`src/rtl/hilo_ctrl.sv`:
```
// HI/LO register controller sitting behind the Booth multiplier: launches operands,
// waits LATENCY+1 edges, commits the product. Optional unsigned correction: HILO_MULTU_EN.
module hilo_ctrl #(
  parameter int LATENCY = 1,
  parameter int CNT_W   = 4
) (
  input  logic        clk,
  input  logic        reset,
  input  logic        start,
  input  logic [31:0] op_a,
  input  logic [31:0] op_b,
  output logic [31:0] mul_a,
  output logic [31:0] mul_b,
  input  logic [63:0] mul_z,
  input  logic        mthi,
  input  logic        mtlo,
  input  logic [31:0] wdata,
  input  logic        mfhi,
  input  logic        mflo,
  output logic [31:0] rdata,
  output logic        busy,
  output logic        stall,
`ifdef HILO_MULTU_EN
  input  logic        is_unsigned,
`endif
  output logic        done
);

  typedef enum logic {IDLE, WAIT} state_t;

  localparam logic [CNT_W-1:0] LAT_INIT = CNT_W'(LATENCY);

  state_t           state, state_n;
  logic [CNT_W-1:0] cnt;
  logic [31:0]      hi, lo;
  logic             load, capture;
  logic [63:0]      commit;

  always_ff @(posedge clk or negedge reset) begin
    if (!reset) state <= IDLE;
    else        state <= state_n;
  end

  always_comb begin
    state_n = state;
    load    = 1'b0;
    capture = 1'b0;
    case (state)
      IDLE: if (start) begin
        state_n = WAIT;
        load    = 1'b1;
      end
      WAIT: if (cnt == '0) begin
        state_n = IDLE;
        capture = 1'b1;
      end
      default: state_n = IDLE;
    endcase
  end

`ifdef HILO_MULTU_EN
  logic        uns_flag;
  logic [63:0] uns_prod;

  // Signed product re-weighted to unsigned by adding back each operand's sign-bit term.
  always_comb begin
    uns_prod = mul_z
             + (mul_a[31] ? {mul_b, 32'h0} : 64'h0)
             + (mul_b[31] ? {mul_a, 32'h0} : 64'h0);
    commit   = uns_flag ? uns_prod : mul_z;
  end

  always_ff @(posedge clk or negedge reset) begin
    if (!reset)    uns_flag <= 1'b0;
    else if (load) uns_flag <= is_unsigned;
  end
`else
  assign commit = mul_z;
`endif

  // Operands stay registered until the next accepted start so MULT sees stable inputs.
  always_ff @(posedge clk or negedge reset) begin
    if (!reset) begin
      cnt   <= '0;
      hi    <= '0;
      lo    <= '0;
      mul_a <= '0;
      mul_b <= '0;
      done  <= 1'b0;
    end else begin
      done <= capture;
      if (state == IDLE) begin
        if (mthi) hi <= wdata;
        if (mtlo) lo <= wdata;
      end
      if (load) begin
        mul_a <= op_a;
        mul_b <= op_b;
        cnt   <= LAT_INIT;
      end else if (state == WAIT && cnt != '0) begin
        cnt <= cnt - 1'b1;
      end
      if (capture) {hi, lo} <= commit;
    end
  end

  assign busy  = (state == WAIT);
  assign stall = busy & (start | mthi | mtlo | mfhi | mflo);

  always_comb begin
    rdata = 32'h0;
    if (mfhi)      rdata = hi;
    else if (mflo) rdata = lo;
  end

endmodule

```
`config.mk`:
```
export PLATFORM = sky130hd
export DESIGN_NAME = hilo_ctrl
export DESIGN_NICKNAME = d
export VERILOG_FILES = /design/src/rtl/hilo_ctrl.sv
export SDC_FILE = /design/constraint.sdc
export NUM_CORES = 1
export LEC_CHECK = 0
export ABC_CLOCK_PERIOD_IN_PS = 2700
export CAP_MARGIN = 20
export CORE_MARGIN = 3
export CORE_UTILIZATION = 30
export CTS_CLUSTER_SIZE = 28
export DETAILED_ROUTE_END_ITERATION = 10
export GPL_TIMING_DRIVEN = 0
export PLACE_DENSITY_LB_ADDON = 0.15
export SLEW_MARGIN = 20
export SYNTH_ARGS = -nofsm -noshare
export SYNTH_HDL_FRONTEND = slang
export SYNTH_SLANG_ARGS = --single-unit
```
`constraint.sdc`:
```
create_clock -name clk -period 2.7 [get_ports clk]
set_input_delay 0.54 -clock clk [delete_from_list [all_inputs] [get_ports clk]]
set_output_delay 0.54 -clock clk [all_outputs]
set_load 0.05 [all_outputs]
```
; ---- After elaboration in Yosys (flattened, before gate mapping)
; Index checks and enable logic that the tools add are counted.
[word_totals]
wordCells = 39
reg_bits = 134
[classes]
n_reduce_logical = 8
n_addsub = 1
muxes = 16
eq_ne = 1
bitwise_logic = 6
[op_table]
columns = operator, count
row1 = $mux 32, 8
row2 = $mux 4, 2
row3 = $reduce_bool 2->1, 3
row4 = $mux 1, 5
row5 = $logic_not 4->1, 1
row6 = $or 1x1->1, 4
row7 = $reduce_and 2->1, 2
row8 = $reduce_bool 4->1, 1
row9 = $sub 4x1->4 const B, 1
row10 = $ne 2x1->1 const B, 1
row11 = $pmux 1 s2, 1
row12 = $and 1x1->1, 1
row13 = $logic_and 1x1->1, 1
row14 = $not 1->1, 1

; ---- Depth between registers and ports, before layout
[logic_depth]
ltp_word = 5
mapped_depth = 8
mapped_depth_nobuf = 5

; ---- Worst setup path after synthesis
; OpenSTA, ideal clock, no wires.
[synth_path]
path_type = input to output
from = in mfhi
to = out rdata[30]
path_buffers = 2
path_stages = 3
t_required_ps = 2160
arrival_time_ps = 2015
setup_slack_ps = 145
cell_sequence = clkbuf_1 -> clkbuf_1 -> o21ai_0
[synth_via]
elab_chain_len = 1
[synth_rtl]
columns = element, line
row1 = start: declaration, 18  ; input logic mfhi,
row2 = $mux 32, 112  ; if (mfhi) rdata = hi;
row3 = end: declaration, 20  ; output logic [31:0] rdata,
; No other way between the ends.

; ---- Final worst setup path
[layout_path]
from = in mflo
to = out rdata[4]
[layout_via]
elab_chain_len = 2
[layout_rtl]
columns = element, line
row1 = start: declaration, 19  ; input logic mflo,
row2 = $mux 32, 113  ; else if (mflo) rdata = lo;
row3 = $mux 32, 112
; No other way between the ends.

==> results.yml <==
run_status:
  outcome: "finished clean"
drt:
  post_drt_wl_per_cell_um: 18.2
  met1Wirelength_um: 7900
  via_per_inst: 4.71
  top_layer_used: "met4"
  vias: 4953
  detail-route-antenna-nets: 0
  firstDrtPassIters: 4
  drc_errors: 0
  first_iter_violations: 145
  wl_met2_um: 8950
  wl_met3_um: 2080
  wl_um: 19200
global_routing:
  grt.overflow.total: 0
  grt_pass1_vias: 5617
  grt_max_degree: 70
  antenna_found_initial: 0
  grt_pass1_wl_um: 30600
  grt_use_total: 0.177
power_and_ir_drop:
  p_leak_nw: 4.34
  ir_drop_v: 0.000781
  powerDensity_nw_per_um2: 1270
timing:
  finalSetupViolations: 0
  tightest_slew_ps: 604
  max_freq_ghz: 0.380
  slew_violations: 0
  worst_slew_margin_rel: 0.596
  fin_crit_sh: 0.975
  rsz0062_at_grt: "no"
  layout_min_cycle_time_ps: 2630
  finalHoldViolCount: 0
  worst_slack_ps: 68.3
  timing.clock.skew_ps: 5.37
  hold_slack_ps: 44.3
cts:
  cts_tree: "done"
  cts-buffers-inserted: 17
  cts_hold_buf: 0
  htree_levels: 4
  clkTransAtPathRegs_ps: 60
  cts_setup_buffers: 0
  cts_max_path_buffers: 2
  cts_sinks: 134
  clock_latency_ps: 420
  cts-root-buf: "clkbuf_16"
worst_setup_path:
  end_kind: "output port"
  critPathSlowestCell: "clkdlybuf4s50_1"
  start_kind: "input pin"
  crit_required_ps: 2160
  criticalPathCategory: "in -> out"
  crit_fanout: 10
  worst-path-buf-inv: 3
  slowest_delay_ps: 540
  arrival_ps: 2090
  cp_cell_sequence: "clkdlybuf4s50_1 > nor2b_4 > buf_4 > a22o_1 > clkdlybuf4s15_2"
  path_delay_family: "buffers and inverters"
floorplan:
  dieArea_sq_um: 22000
  start_util: 0.308
  core_area_sq_um: 19700
  boundaryPins: 266
  die_w_um: 148
  fp.dieH_um: 148
  rows: 51
synthesis:
  ys_ff_latch: 134
  async_flop_share: 1.00
  synthesis.area_sq_um: 6080
  avgSynthCellArea_sq_um: 12.5
  ys_types: 28
  yosys_warnings: 0
  syn-num-nets: 657
  ys.flop_type: "dfrtp_1"
  synth_seq_area_share: 0.551
  synthCells: 488
  synth_edf_count: 0
final_layout:
  final_util: 0.492
  drive_gt1_frac: 0.215
  area_growth_syn_to_layout_pct: 59.4
  layout_commonest_cell: "clkdlybuf4s50_1"
  nets: 941
  final_cell_mix: "230 x clkdlybuf4s50_1, 134 x dfrtp_1, 69 x nand2_1"
place:
  place_ws_ps: -641
  gp_congestion: 0.778
  port_buffers: 264
  post-dp-hpwl_um: 14000
worst_hold_path:
  hp-class: "in -> async"
run:
  cap_violations: 0
## report_power, final
group          switching (mW)  internal [mW]  total, mW
clock network           0.930           1.33       2.26
logic                    3.95           2.48       6.43
registers               0.547           3.04       3.58
## synthesized netlist by cell type, drive strengths merged (2+ instances only)
cell	instances	area, sq um
mux2i	64	641
o21ai	67	335
nor2	2	7.51
mux2	65	732
dfrtp	134	3350
ha	2	25.0
inv	2	7.51
nor2b	2	15.0
a22o	31	272
clkbuf	9	36.3
buf	28	287
nand2	69	259
nand2b	4	40.0
## routing by layer
metal	GRT usage	vias up
met5	0	-
li1	-	2307
met3	0.0774	16
met1	0.216	2414
met2	0.289	216
met4	0.0471	0
## worst reg2reg max path: cells and delay by family, from the launching register on
family | cells | cell delay (ps)
fa+ha+maj | 1 | 210
buf+inv | 2 | 570
compound gates | 1 | 200
simple gates | 1 | 300
flops | 1 | 380
## cell families (layout without fill, tap and decap cells)
group	count (synthesis)	after routing	share of synthesized area
other	0	2	0
AOI/OAI and AO/OA	101	101	0.103
and+or+nand+nor	83	83	0.0611
muxes	129	129	0.226
adders and majority gates	2	2	0.00411
DFF	134	134	0.551
buffers and inverters	39	336	0.0543
## registers in the layout, indices dropped and copies added, names as in the netlist
| signal | cells |
|---|---|
| hi | 32 |
| busy | 1 |
| done | 1 |
| lo | 32 |
| cnt | 4 |
| mul_b | 32 |
| mul_a | 32 |
## layout make-up
type / count / area [sq um]
Antenna cell: 2 / 5.00
Buffer: 37 / 335
Clock buffer: 19 / 453
Clock inverter: 13 / 123
Fill cell: 1762 / 10000
Inverter: 2 / 7.51
Multi-Input combinational cell: 315 / 2400
Sequential cell: 134 / 3350
Tap cell: 265 / 332
Timing Repair Buffer: 265 / 2680
## per-stage QoR
step / area (sq um) / TNS, ps / total power [mW] / std cells
after floorplan: 6080 / 0 / 7.83 / 488
after global placement: 9050 / -593050 / 10.0 / 1017
after detailed placement: 9090 / -19190 / 10.2 / 1018
after CTS: 9680 / 0 / 12.4 / 1050
after global routing: 9690 / 0 / 13.0 / 1050
final: 9690 / 0 / 12.3 / 1052
## final timing paths
path / from / endpoint / slack [ps] / depth (start not counted)
setup / recovery: mflo / rdata[4] / 70 / 5
hold / removal: reset / done / 40 / 1
setup reg to reg: cnt[0] / lo[11] / 900 / 5
hold reg to reg: mul_a[7] / mul_a[7] / 500 / 1
max in group asynchronous: reset / mul_a[27] / 1920 / 2
min in group clk: mul_a[7] / mul_a[7] / 500 / 1
## repair_timing
| action | 4_1_cts | 5_1_grt |
|---|---|---|
| pin swaps | 0 | 0 |
| setup endpoints to repair | 33 | 10 |
| gates resized for setup | 113 | 4 |
Power figures use the tool's default switching activity.
